[src/rtl/hazard_ctrl_pkg.sv]
// rtl/hazard_ctrl_pkg.sv - shared types and constants for the pipeline hazard controller
package hazard_ctrl_pkg;

    localparam int REG_AW_DEF = 4;
    localparam int R0_IDX     = 0;
    localparam int WAIT_MAX   = 255;

    typedef enum logic [1:0] {
        ST_RUN      = 2'd0,
        ST_MEM_WAIT = 2'd1,
        ST_FLUSH    = 2'd2
    } hz_state_e;

    function automatic logic [15:0] sat_inc16(input logic [15:0] v, input logic en);
        return (en && (v != 16'hFFFF)) ? v + 16'd1 : v;
    endfunction

endpackage

[src/rtl/hazard_ctrl_detect.sv]
// rtl/hazard_ctrl_detect.sv - combinational load-use hazard detection between ID/EX and IF/ID
module hazard_detect
    import hazard_ctrl_pkg::*;
#(
    parameter int REG_AW = REG_AW_DEF
) (
    input  logic              idex_mem_read,
    input  logic [REG_AW-1:0] idex_rt,
    input  logic [REG_AW-1:0] ifid_rs,
    input  logic [REG_AW-1:0] ifid_rt,
    input  logic              ifid_uses_rt,
    output logic              lu
);

    // A load into r0 produces nothing to wait for.
    assign lu = idex_mem_read
              & (idex_rt != REG_AW'(R0_IDX))
              & ((idex_rt == ifid_rs) | (ifid_uses_rt & (idex_rt == ifid_rt)));

endmodule

[src/rtl/hazard_ctrl.sv]
// rtl/hazard_ctrl.sv - pipeline stall/bubble/flush sequencing; HAZARD_CTRL_PERF_EN adds perf counters
module hazard_ctrl
    import hazard_ctrl_pkg::*;
#(
    parameter int REG_AW       = REG_AW_DEF,
    parameter int FLUSH_CYCLES = 1,
    parameter int MEM_TIMEOUT  = 255
) (
    input  logic              clk,
    input  logic              rst,
    input  logic [REG_AW-1:0] ifid_rs,
    input  logic [REG_AW-1:0] ifid_rt,
    input  logic              ifid_uses_rt,
    input  logic              idex_mem_read,
    input  logic [REG_AW-1:0] idex_rt,
    input  logic              ex_branch_taken,
    input  logic              exmem_mem_access,
    input  logic              dmem_ready,
    output logic              pc_write,
    output logic              if_id_write,
    output logic              id_ex_write,
    output logic              ex_mem_write,
    output logic              id_ex_bubble,
    output logic              if_id_flush,
    output logic              id_ex_flush,
    output logic              mem_timeout
`ifdef HAZARD_CTRL_PERF_EN
    ,
    output logic [15:0]       stall_cnt,
    output logic [15:0]       flush_cnt,
    output logic [15:0]       wait_cnt
`endif
);

    hz_state_e   state_q, state_d;
    logic [2:0]  fcnt_q, fcnt_d;
    logic [7:0]  wcnt_q, wcnt_d;
    logic        mem_timeout_q, mem_timeout_d;

    logic lu;
    logic mem_stall;
    logic take_run, take_flush;
    logic pc_w_c, ifid_w_c, idex_w_c, exmem_w_c, bubble_c, ifid_fl_c, idex_fl_c;

    hazard_detect #(.REG_AW(REG_AW)) u_detect (
        .idex_mem_read (idex_mem_read),
        .idex_rt       (idex_rt),
        .ifid_rs       (ifid_rs),
        .ifid_rt       (ifid_rt),
        .ifid_uses_rt  (ifid_uses_rt),
        .lu            (lu)
    );

    assign mem_stall = exmem_mem_access & ~dmem_ready;

    always_comb begin
        state_d    = state_q;
        fcnt_d     = fcnt_q;
        wcnt_d     = wcnt_q;
        take_run   = 1'b0;
        take_flush = 1'b0;
        pc_w_c     = 1'b0;
        ifid_w_c   = 1'b0;
        idex_w_c   = 1'b0;
        exmem_w_c  = 1'b0;
        bubble_c   = 1'b0;
        ifid_fl_c  = 1'b0;
        idex_fl_c  = 1'b0;

        case (state_q)
            ST_RUN, ST_FLUSH: begin
                if (mem_stall) begin
                    state_d = ST_MEM_WAIT;
                    wcnt_d  = 8'd1;
                end else begin
                    wcnt_d     = 8'd0;
                    take_run   = (state_q == ST_RUN);
                    take_flush = (state_q == ST_FLUSH);
                end
            end
            ST_MEM_WAIT: begin
                if (dmem_ready) begin
                    wcnt_d = 8'd0;
                    // A flush interrupted by the wait picks up where it left off.
                    if (fcnt_q != 3'd0) take_flush = 1'b1;
                    else                take_run   = 1'b1;
                end else if (wcnt_q != 8'(WAIT_MAX)) begin
                    wcnt_d = wcnt_q + 8'd1;
                end
            end
            default: state_d = ST_RUN;
        endcase

        if (take_flush) begin
            {pc_w_c, ifid_w_c, idex_w_c, exmem_w_c} = 4'b1111;
            {ifid_fl_c, idex_fl_c}                  = 2'b11;
            if (fcnt_q <= 3'd1) begin
                state_d = ST_RUN;
                fcnt_d  = 3'd0;
            end else begin
                state_d = ST_FLUSH;
                fcnt_d  = fcnt_q - 3'd1;
            end
        end

        if (take_run) begin
            state_d = ST_RUN;
            if (ex_branch_taken) begin
                {pc_w_c, ifid_w_c, idex_w_c, exmem_w_c} = 4'b1111;
                {ifid_fl_c, idex_fl_c}                  = 2'b11;
                if (FLUSH_CYCLES > 1) begin
                    state_d = ST_FLUSH;
                    fcnt_d  = 3'(FLUSH_CYCLES - 1);
                end
            end else if (lu) begin
                {idex_w_c, exmem_w_c, bubble_c} = 3'b111;
            end else begin
                {pc_w_c, ifid_w_c, idex_w_c, exmem_w_c} = 4'b1111;
            end
        end

        mem_timeout_d = mem_timeout_q | (wcnt_d >= 8'(MEM_TIMEOUT));
    end

    always_ff @(posedge clk) begin
        if (rst) begin
            state_q       <= ST_RUN;
            fcnt_q        <= 3'd0;
            wcnt_q        <= 8'd0;
            mem_timeout_q <= 1'b0;
        end else begin
            state_q       <= state_d;
            fcnt_q        <= fcnt_d;
            wcnt_q        <= wcnt_d;
            mem_timeout_q <= mem_timeout_d;
        end
    end

    // Reset freezes the whole pipeline regardless of state.
    assign pc_write     = pc_w_c    & ~rst;
    assign if_id_write  = ifid_w_c  & ~rst;
    assign id_ex_write  = idex_w_c  & ~rst;
    assign ex_mem_write = exmem_w_c & ~rst;
    assign id_ex_bubble = bubble_c  & ~rst;
    assign if_id_flush  = ifid_fl_c & ~rst;
    assign id_ex_flush  = idex_fl_c & ~rst;
    assign mem_timeout  = mem_timeout_q & ~rst;

`ifdef HAZARD_CTRL_PERF_EN
    logic [15:0] stall_cnt_q, stall_cnt_d;
    logic [15:0] flush_cnt_q, flush_cnt_d;
    logic [15:0] wait_cnt_q,  wait_cnt_d;

    always_comb begin
        stall_cnt_d = sat_inc16(stall_cnt_q, id_ex_bubble);
        flush_cnt_d = sat_inc16(flush_cnt_q, if_id_flush);
        wait_cnt_d  = sat_inc16(wait_cnt_q,  state_q == ST_MEM_WAIT);
    end

    always_ff @(posedge clk) begin
        if (rst) begin
            stall_cnt_q <= 16'd0;
            flush_cnt_q <= 16'd0;
            wait_cnt_q  <= 16'd0;
        end else begin
            stall_cnt_q <= stall_cnt_d;
            flush_cnt_q <= flush_cnt_d;
            wait_cnt_q  <= wait_cnt_d;
        end
    end

    assign stall_cnt = stall_cnt_q;
    assign flush_cnt = flush_cnt_q;
    assign wait_cnt  = wait_cnt_q;
`endif

endmodule
[config.mk]
export PLATFORM = sky130hd
export DESIGN_NAME = hazard_ctrl
export DESIGN_NICKNAME = d
export VERILOG_FILES = /design/src/rtl/hazard_ctrl_pkg.sv /design/src/rtl/hazard_ctrl_detect.sv /design/src/rtl/hazard_ctrl.sv
export SDC_FILE = /design/constraint.sdc
export NUM_CORES = 1
export LEC_CHECK = 0
export CAP_MARGIN = 25
export CORE_UTILIZATION = 48
export DETAILED_ROUTE_END_ITERATION = 10
export PLACE_DENSITY = 0.79
export SLEW_MARGIN = 15
export SYNTH_ARGS = -nofsm -noshare
export SYNTH_HDL_FRONTEND = slang
export SYNTH_SLANG_ARGS = --single-unit
[constraint.sdc]
create_clock -name clk -period 1.9 [get_ports clk]
set_input_delay 0.19 -clock clk [delete_from_list [all_inputs] [get_ports clk]]
set_output_delay 0.19 -clock clk [all_outputs]
set_load 0.05 [all_outputs]
# --- Yosys cells after proc, flatten, opt, wreduce, memory -nomap -nowiden ---
# Cells that the tools add are included.
word_totals:
  out_inout_bits: 8
  elab_cells: 61
  ff_bits: 14
op_classes:
  muxes: 27
  n_lt_le_gt_ge: 2
  n_eq_ne: 7
  bitwise: 13
  addsub: 2
  n_reduce_logical: 6
ops:
  columns: ["op", "count"]
  rows:
  - ["2-to-1 mux 1 bit", 17]
  - ["2-to-1 mux 8 bit", 2]
  - ["case mux 8 bit (2 select lines)", 1]
  - ["bitwise AND 1 bit", 9]
  - ["adder 8 x 1 -> 8 bit, second input constant", 1]
  - ["equality test 4 bit", 2]
  - [">= comparator 8 bit, second input constant", 1]
  - ["inequality test 8 bit, second input constant", 1]
  - ["2-to-1 mux 2 bit", 3]
  - ["case mux 1 bit (2 select lines)", 2]
  - ["case mux 2 bit (2 select lines)", 1]
  - ["nonzero test 4 bit", 1]
  - ["OR reduction 2 bit", 2]
  - ["less-or-equal comparator 3 x 1 -> 1 bit, second input constant", 1]
  - ["2-to-1 mux 3 bit", 1]
  - ["inequality test 3 bit, second input constant", 1]
  - ["nonzero test 3 bit", 1]
  - ["subtractor 3 x 1 -> 3 bit, second input constant", 1]
  - ["equality test 2 x 1 -> 1 bit, second input constant", 1]
  - ["equality test 2 bit, second input constant", 1]
  - ["logical NOT 2 bit", 1]
  - ["inequality test 2 bit, second input constant", 1]
  - ["NOT 1 bit", 2]
  - ["OR 1 bit", 2]
  - ["AND reduction 2 bit", 1]

# --- Depth between registers and ports, before layout ---
# Gate-level depths: netlist of run 1.
logic_depth:
  depth_word: 9
  mapped_depth: 7
  mapped_depth_nobuf: 6

# --- By module ---
# A second synthesis of run 1 with hierarchy kept.
hier_totals:
  cells_unflattened: 131
  area_unflattened_um2: 1079.8
by_module_without_submodules:
  columns: ["module", "area_each_um2", "cells_each", "instances"]
  rows:
  - ["hazard_ctrl", 973.4, 118, 1]
  - ["hazard_detect", 106.4, 13, 1]

# --- Worst setup path before layout of run 1 ---
# Ideal clock, no wire load.
synth_timing:
  path_kind: "register to output"
  startpoint: "reg state_q[0]"
  endpoint: "out if_id_flush"
  slack_ps: -1032
  stages_incl_launch_ff: 7
  arrival_ps: 2742
  path_buffers: 2
  required_time_ps: 1710
  path_cell_list: "dfxtp_1 buf_4 nor2_2 inv_1 a21oi_1 a21boi_1 buf_4"
synth_via:
  elab_chain_cells: 7
  word_cells_on_any_way: 12
  cone_classes: "eq/ne: 2; mux: 7; bitwise: 1; reduce/logical: 2"
synth_rtl:
  columns: ["element", "line", "rtl"]
  rows:
  - ["start, declared", "hazard_ctrl.sv:35", "hz_state_e state_q, state_d;"]
  - ["start signal, assigned", "hazard_ctrl.sv:132", "state_q <= state_d;"]
  - ["equality test 2 bit or logical NOT 2 bit (tied branches)", "hazard_ctrl.sv:70, hazard_ctrl.sv:78, hazard_ctrl.sv:77", null]
  - ["2-to-1 mux 1 bit or OR reduction 2 bit (tied branches)", "hazard_ctrl.sv:72, hazard_ctrl.sv:70", null]
  - ["case mux 1 bit (2 select lines)", "hazard_ctrl.sv:70", "case (state_q)"]
  - ["2-to-1 mux 1 bit (2 in a row)", null, null]
  - ["2-to-1 mux 1 bit (*)", null, null]
  - ["bitwise AND 1 bit (*)", null, null]
  - ["end, declared", "hazard_ctrl.sv:24", "output logic if_id_flush,"]
# Mark *: on every way between the ends. The rest lies on a longest branch, timed or not.

# --- Worst setup path in the final report of run 1 ---
layout_timing:
  startpoint: "in exmem_mem_access"
  endpoint: "out if_id_flush"
layout_via:
  elab_chain_cells: 7
  word_cells_on_any_way: 9
  cone_classes: "mux: 7; bitwise: 2"
layout_rtl:
  columns: ["element", "line", "rtl"]
  rows:
  - ["start, declared", "hazard_ctrl.sv:17", "input logic exmem_mem_access,"]
  - ["bitwise AND 1 bit (*)", "hazard_ctrl.sv:54", "assign mem_stall = exmem_mem_access & ~dmem_ready;"]
  - ["2-to-1 mux 1 bit", "hazard_ctrl.sv:72", "if (mem_stall) begin"]
  - ["case mux 1 bit (2 select lines)", "hazard_ctrl.sv:70", null]
  - ["2-to-1 mux 1 bit", "hazard_ctrl.sv:94", "if (take_flush) begin"]
  - ["2-to-1 mux 1 bit", "hazard_ctrl.sv:108", "if (ex_branch_taken) begin"]
  - ["2-to-1 mux 1 bit (*)", "hazard_ctrl.sv:106", "if (take_run) begin"]
  - ["bitwise AND 1 bit (*)", "hazard_ctrl.sv:145", "assign if_id_flush = ifid_fl_c & ~rst;"]
# Marked as above.

==> results.cfg, run 1 <==
[run_status]
outcome = finished, violations left
violations = negative setup slack

[floorplanning]
io_pins = 27
dieArea_um2 = 2330
start_util_pct = 51.9
core_area_um2 = 1980
die_h_um = 48.3
rows = 16
die_w_um = 48.3

[power]
power_frac_seq_pct = 40.7
leakagePower_uw = 0.000680
totalPowerFinal_uw = 737
intPower_uw = 526
cellPowerDensity_nw_per_um2 = 455
comb_power_share_pct = 29.2
worst_ir_drop_vdd_v = 0.000434
switchingPower_uw = 210
p_sw_share_pct = 28.6
clockPowerShare_pct = 30.1

[clocking]
cts_tree = yes
cts_sinks = 14
clk_pin_slew_ns = 0.09
clock_path_buffers = 2
cts.htree.levels = 1
cts_buffers = 3
cts_root_buf = clkbuf_4
insertion_delay_ns = 0.28
cts_hold_buffers = 0

[sta]
min_period_over_period_pct = 101
tightestPinTransition_ns = 0.341
slew_viol_final = 0
max_freq_mhz = 522
worst_clock_skew_ns = 0.000919
min_period_ns = 1.92
max_slew_margin_pct = 77.0
finalHoldViolCount = 0
setup_ws_ns = -0.0175
setup_viol = 2
tns_ns = -0.0342
whs_ns = 0.450

[route]
drcViolationCount = 0
num_vias = 1147
drt-vias-per-instance = 5.91
wl_per_cell_um = 15.9
first_pass_iters = 5
wl_mm = 3.08
drt_iter0_drc = 58
ant_nets = 0

[grt]
antenna_found_initial = 0
grt_max_degree = 11
met1_usage_pct = 28.9
use_met3_pct = 4.44
grtUsageTotal_pct = 25.0
grtUsageMet2_pct = 44.5
first_global_vias = 968
grt_pass1_wl_mm = 3.99
top_usage_layer = met2
grt.overflow.total = 0

[finish]
final_cell_mix = buf_4, dfxtp_1, clkdlybuf4s50_1
fin_nets = 191
final_common_cell = buf_4
n_antenna_cell = 0
areaGrowthSynthToFinish_pct = 57.3
layout-drive-gt1-share_pct = 32.9
layoutNonFillerInstCount = 194

[synthesis]
ys_types = 48
synthAdderAreaFrac_pct = 4.87
synth_area_leader_cell = dfxtp_1
netlist_area_um2 = 1030
synth_top_family_by_area = simple AND/OR/NAND/NOR gates
synth_xor_area_share_pct = 6.81
synth_compound_area_share_pct = 21.5
ys.flop_type = dfxtp_1
netlist.area_leader.share_pct = 27.3
synth_area_leaders = dfxtp_1, ha_1, a21oi_1
syn-num-nets = 147
yosys_register_bits = 14
syn_area_per_cell_um2 = 8.29
async_reset_ff_share_pct = 0
synth_mux_area_share_pct = 2.07
synth_edf_count = 0
syn_inst = 124
synth.yosys.seq_area_share_pct = 27.3
ys_warn_count = 0
yosys.area_share.simple_pct = 28.3

[place]
gp_congestion = 0.803
dp_hpwl_mm = 2.12
dpl_worst_slack_ns = -0.112
io_buffers = 26
dpl.cell_count = 186

[worst_setup_path]
cp-start-kind = primary input
worst_ep_arrival_time_ns = 1.73
critPathCaptureType = primary output
crit_type = primary input to primary output
cp.required_ns = 1.71
worstPathMaxFanout = 6

[flow_run]
cap_violations = 0

[hold_path]
worstHoldPathType = primary input to register
[final cells by class]
cell class	instances	area, um2
well taps	27	33.8
clock buffers	4	36.3
fillers	110	364
repair buffers	46	507
flip-flops and latches	14	283
inverters	11	41.3
multi-input cells	92	717
[sequential cells by signal (all words and copies together), names as in the netlist]
register / flops
fcnt_q: 3
mem_timeout_q: 1
state_q: 2
wcnt_q: 8
[critical path: stages]
cell and delay, ns:
clkdlybuf4s50_1 0.50, nor2b_2 0.23, nor2_2 0.09, buf_4 0.14
a32oi_4 0.28, a21boi_4 0.13, buf_12 0.16
[routing by layer]
| metal | up-vias | wire length, um |
|---|---|---|
| li1 | 537 | - |
| met4 | 0 | 70 |
| met2 | 75 | 1570 |
| met1 | 517 | 1170 |
| met5 | - | 0 |
| met3 | 18 | 264 |
[cells in the mapped netlist (2+ instances only)]
cell type  number
nor3_1          3
dfxtp_1        14
nor2b_1         4
xnor2_1         5
o21ai_1         2
and3_1          2
nand2_1         5
nand2b_1        3
inv_1          10
nor3_2          2
buf_4           5
a41oi_1         2
nand3_1         2
nor2_2          2
nor2_1          7
or3_1           2
nand4_1         4
o21ai_0         7
ha_1            4
a21oi_1         9
xor2_1          3
[power by group through the flow]
stage / Sequential [uW] / Clock [uW] / Combinational, uW
2_1_floorplan: 304 / 0 / 96.9
4_1_cts: 299 / 225 / 203
5_1_grt: 300 / 232 / 225
3_5_place_dp: 306 / 0 / 199
6_report: 300 / 221 / 215
3_3_place_gp: 306 / 0 / 195
[final timing paths]
path                                        from            end  slack, ns  cells after the start
worst max register to register         wcnt_q[1]  mem_timeout_q       0.03                      6
worst max-delay path            exmem_mem_access    if_id_flush      -0.02                      7
worst min-delay path                  dmem_ready     state_q[0]       0.45                      2
worst min register to register         fcnt_q[1]      fcnt_q[1]       0.47                      2
[cell families after synthesis]
kind of cell               Yosys count
buffers and inverters               18
xor gates and xnor gates             8
AOI/OAI and AO/OA                   32
muxes                                2
and+or+nand+nor                     46
DFF                                 14
adders and majority gates            4
[through the flow]
step	instance area (um2)	utilization [%]
2_1_floorplan	1050	-
5_1_grt	1620	81.6
6_report	1620	81.6
4_1_cts	1550	78.2
3_5_place_dp	1490	75.4
3_3_place_gp	1490	75.4
[timing repair]
item | CTS | global route
setup endpoints to repair | 5 | 6
buffers inserted | 0 | 4
resized for setup | 4 | 18
pin swaps | 1 | 8
No activity file was read; power rests on OpenSTA's default activity.
==> inputs of run 2 (changes only) <==
- TNS_END_PERCENT: default -> 5
==> results.cfg, run 2 (synthesis results as in run 1) <==
[sta]
max_freq_mhz = 539
slew_viol_final = 0
worst_clock_skew_ns = 0.00793
min_period_over_period_pct = 97.6
tightestPinTransition_ns = 0.322
finalHoldViolCount = 0
min_period_ns = 1.85
setup_ws_ns = 0.0454
tns_ns = 0
setup_viol = 0
whs_ns = 0.412
max_slew_margin_pct = 78.5

[finish]
areaGrowthSynthToFinish_pct = 55.8
final_common_cell = buf_4
largest_reg_flops = 8
fin_nets = 189
layout-drive-gt1-share_pct = 32.1
final_cell_mix = buf_4, dfxtp_1, clkdlybuf4s50_1
top_regs = wcnt_q: 8 flops, fcnt_q: 3 flops, state_q: 2 flops
n_antenna_cell = 0
regMostFlops = wcnt_q

[clocking]
cts.htree.levels = 1
cts_hold_buffers = 0
insertion_delay_ns = 0.29
clock_path_buffers = 2
cts_root_buf = clkbuf_4
cts_sinks = 14
cts_buffers = 3
clk_pin_slew_ns = 0.09
cts_tree = yes

[worst_setup_path]
worst_ep_arrival_time_ns = 1.66
crit_type = primary input to primary output
critPathCaptureType = primary output
cp.required_ns = 1.71
worstPathMaxFanout = 6
cp-start-kind = primary input

[floorplanning]
io_pins = 27
start_util_pct = 51.9
die_h_um = 48.3
core_area_um2 = 1980
rows = 16
die_w_um = 48.3
dieArea_um2 = 2330

[route]
wl_per_cell_um = 14.6
drcViolationCount = 0
wl_mm = 2.81
first_pass_iters = 4
num_vias = 1077
drt_iter0_drc = 21
ant_nets = 0
drt-vias-per-instance = 5.61

[place]
gp_congestion = 0.803
dp_hpwl_mm = 2.12
io_buffers = 26
dpl_worst_slack_ns = -0.112

[power]
worst_ir_drop_vdd_v = 0.000445
cellPowerDensity_nw_per_um2 = 457
totalPowerFinal_uw = 732
leakagePower_uw = 0.000670

[grt]
grt_max_degree = 11
grtUsageTotal_pct = 25.0
grt.overflow.total = 0
first_global_vias = 968
antenna_found_initial = 0
grt_pass1_wl_mm = 3.99

[hold_path]
worstHoldPathType = primary input to register

[flow_run]
cap_violations = 0

[run_status]
outcome = complete, no violations
## run 2: path summary, 6_finish.rpt
path	start	end	slack, ns	cells after the start
max reg2reg	wcnt_q[1]	mem_timeout_q	0.08	6
min reg2reg	fcnt_q[1]	fcnt_q[1]	0.47	2
max	exmem_mem_access	if_id_flush	0.05	7
min	dmem_ready	state_q[0]	0.41	2
## run 2: critical path, cell delays in order
cell and delay, ns:
clkdlybuf4s50_1 0.48, nor2b_2 0.21, nor2_2 0.08, buf_4 0.14
a32oi_4 0.27, a21boi_4 0.13, buf_12 0.16
## run 2: timing repair
| item | 4_1_cts | 5_1_grt |
|---|---|---|
| resized for setup | 4 | 18 |
| pin swaps | 1 | 7 |
| buffers inserted | 0 | 2 |
| endpoints found under the setup margin | 5 | 6 |
## run 2: per-stage QoR
stage / std cells / instance area [um2] / util, %
floorplan: 124 / 1050 / -
global placement: 186 / 1490 / 75.4
detailed placement: 186 / 1490 / 75.4
CTS: 190 / 1550 / 78.2
global route: 192 / 1600 / 80.9
finish: 192 / 1600 / 80.9
## run 2: final cells by class
cell class                 instances  area [um2]
multi-input combinational         92         717
timing repair buffer              44         492
fill                             113         379
sequential                        14         283
inverter                          11        41.3
clock buffer                       4        36.3
tap                               27        33.8
## run 2: per-layer routing
metal | GRT usage [%] | vias up | part of all wire, %
met2 | 44.5 | 46 | 53
li1 | - | 531 | -
met3 | 4.44 | 3 | 7.1
met4 | 11.1 | 0 | 0.50
met1 | 28.9 | 497 | 40
met5 | 0 | - | 0
## run 2: where the power goes
part           switching, uW  leakage [uW]  internal (uW)
clock network            108     0.0000210            117
logic                   97.2      0.000535            110
registers               3.96      0.000114            296
total                    209      0.000670            523
==> inputs of run 3 (changes only) <==
- CORE_MARGIN: default -> 10
- MAX_ROUTING_LAYER: default -> met4
==> results.cfg, run 3 (synthesis results as in run 1) <==
[run_status]
outcome = complete, no violations

[floorplanning]
dieArea_um2 = 4390
die_w_um = 66.3
rows = 16
start_util_pct = 51.4
die_h_um = 66.3
io_pins = 27
core_area_um2 = 2000

[route]
drt_iter0_drc = 17
wl_per_cell_um = 15.4
first_pass_iters = 3
drcViolationCount = 0
num_vias = 1024
wl_mm = 2.93
ant_nets = 0
drt-vias-per-instance = 5.36

[worst_setup_path]
cp.buffers_inverters = 3
worst_ep_arrival_time_ns = 1.67
path_cells = clkdlybuf4s50_1 -> nor2b_2 -> nor2_2 -> inv_1 -> a21oi_4 -> a21boi_4 -> buf_12
cp-start-kind = primary input
crit_type = primary input to primary output
cp.required_ns = 1.71
worstPathMaxFanout = 3
slowest_stage = clkdlybuf4s50_1
slowest_delay_ns = 0.42
critPathCaptureType = primary output
crit_family = buffers and inverters

[clocking]
clk_pin_slew_ns = 0.09
cts_tree = yes
cts_sinks = 14
cts_buffers = 3
cts_root_buf = clkbuf_4
insertion_delay_ns = 0.29
clock_path_buffers = 2
cts_hold_buffers = 0
cts.htree.levels = 1

[sta]
slew_viol_final = 0
min_period_ns = 1.86
max_freq_mhz = 539
min_period_over_period_pct = 97.6
setup_viol = 0
setup_ws_ns = 0.0448
max_slew_margin_pct = 79.9
worst_clock_skew_ns = 0.00705
rsz0062_at_grt = true
finalHoldViolCount = 0
tightestPinTransition_ns = 0.301

[finish]
layout-drive-gt1-share_pct = 32.9
regMostFlops = wcnt_q
n_antenna_cell = 0
stdcell_area_um2 = 1590
fin_nets = 188
layoutNonFillerInstCount = 191
largest_reg_flops = 8
fin_util_pct = 79.4
areaGrowthSynthToFinish_pct = 54.6
top_regs = wcnt_q: 8 flops, fcnt_q: 3 flops, state_q: 2 flops
final_common_cell = buf_4
final_cell_mix = buf_4, dfxtp_1, clkdlybuf4s50_1

[place]
dp_hpwl_mm = 2.26
placed_area_um2 = 1500
dpl.cell_count = 187
io_buffers = 26
gp_congestion = 0.936
dpl_worst_slack_ns = -0.0682

[grt]
use_met3_pct = 3.56
grt.overflow.total = 0
grtUsageMet2_pct = 22.8
grtUsageTotal_pct = 14.5
grt_max_degree = 13
grt_pass1_wl_mm = 4.96
first_global_vias = 1059
top_usage_layer = met2
met1_usage_pct = 16.8
antenna_found_initial = 0

[hold_path]
worstHoldPathType = register to register

[power]
leakagePower_uw = 0.000671
totalPowerFinal_uw = 721
cellPowerDensity_nw_per_um2 = 454
worst_ir_drop_vdd_v = 0.000457

[flow_run]
cap_violations = 0
run 3: cell types whose count changed in the layout (fill, tap and decap cells not counted), sizes merged:
cell | previous run | this run
buf | 26 | 25
run 3: area by class of cell:
cell class	instances	area, um2
clock buffers	4	36.3
fillers	147	412
inverters	11	41.3
multi-input cells	92	709
flip-flops and latches	14	285
well taps	27	33.8
repair buffers	43	484
run 3: power breakdown:
group | internal, uW | total [uW] | switching [uW]
Clock | 117 | 219 | 102
Sequential | 296 | 299 | 3.64
Combinational | 107 | 203 | 95.5
run 3: worst register-to-register path, stage by stage, from the launching register on:
cell and delay (ns):
dfxtp_2 0.34, ha_2 0.19, and3_1 0.22, and4_1 0.21
nor3_2 0.21, nand4b_1 0.15, o41ai_2 0.29
run 3: final timing paths:
path                                  startpoint       endpoint  slack (ns)  depth (start not counted)
worst max register to register         wcnt_q[1]  mem_timeout_q        0.19                          6
worst min register to register         fcnt_q[1]      fcnt_q[1]        0.48                          2
worst min-delay path                   fcnt_q[1]      fcnt_q[1]        0.48                          2
worst max-delay path            exmem_mem_access    id_ex_flush        0.04                          7
run 3: timing repair:
item,in CTS,in global routing
resized for setup,4,19
pin swaps,0,6
endpoints found under the hold margin,0,0
endpoints found under the setup margin,5,6
setup buffers,0,0
run 3: through the flow:
stage | hold WS, ns | setup TNS [ns]
final | 0.477 | 0
after global routing | 0.515 | -0.0922
after CTS | 0.459 | -0.0217
after detailed placement | 0.450 | -0.313
after global placement | 0.442 | -0.0737
after floorplan | 0.262 | -0.0421
run 3: metal layers:
metal	vias to the layer above	wire length (um)
met5	-	0
met4	0	55
met3	6	144
met2	23	1430
met1	468	1310
li1	527	-
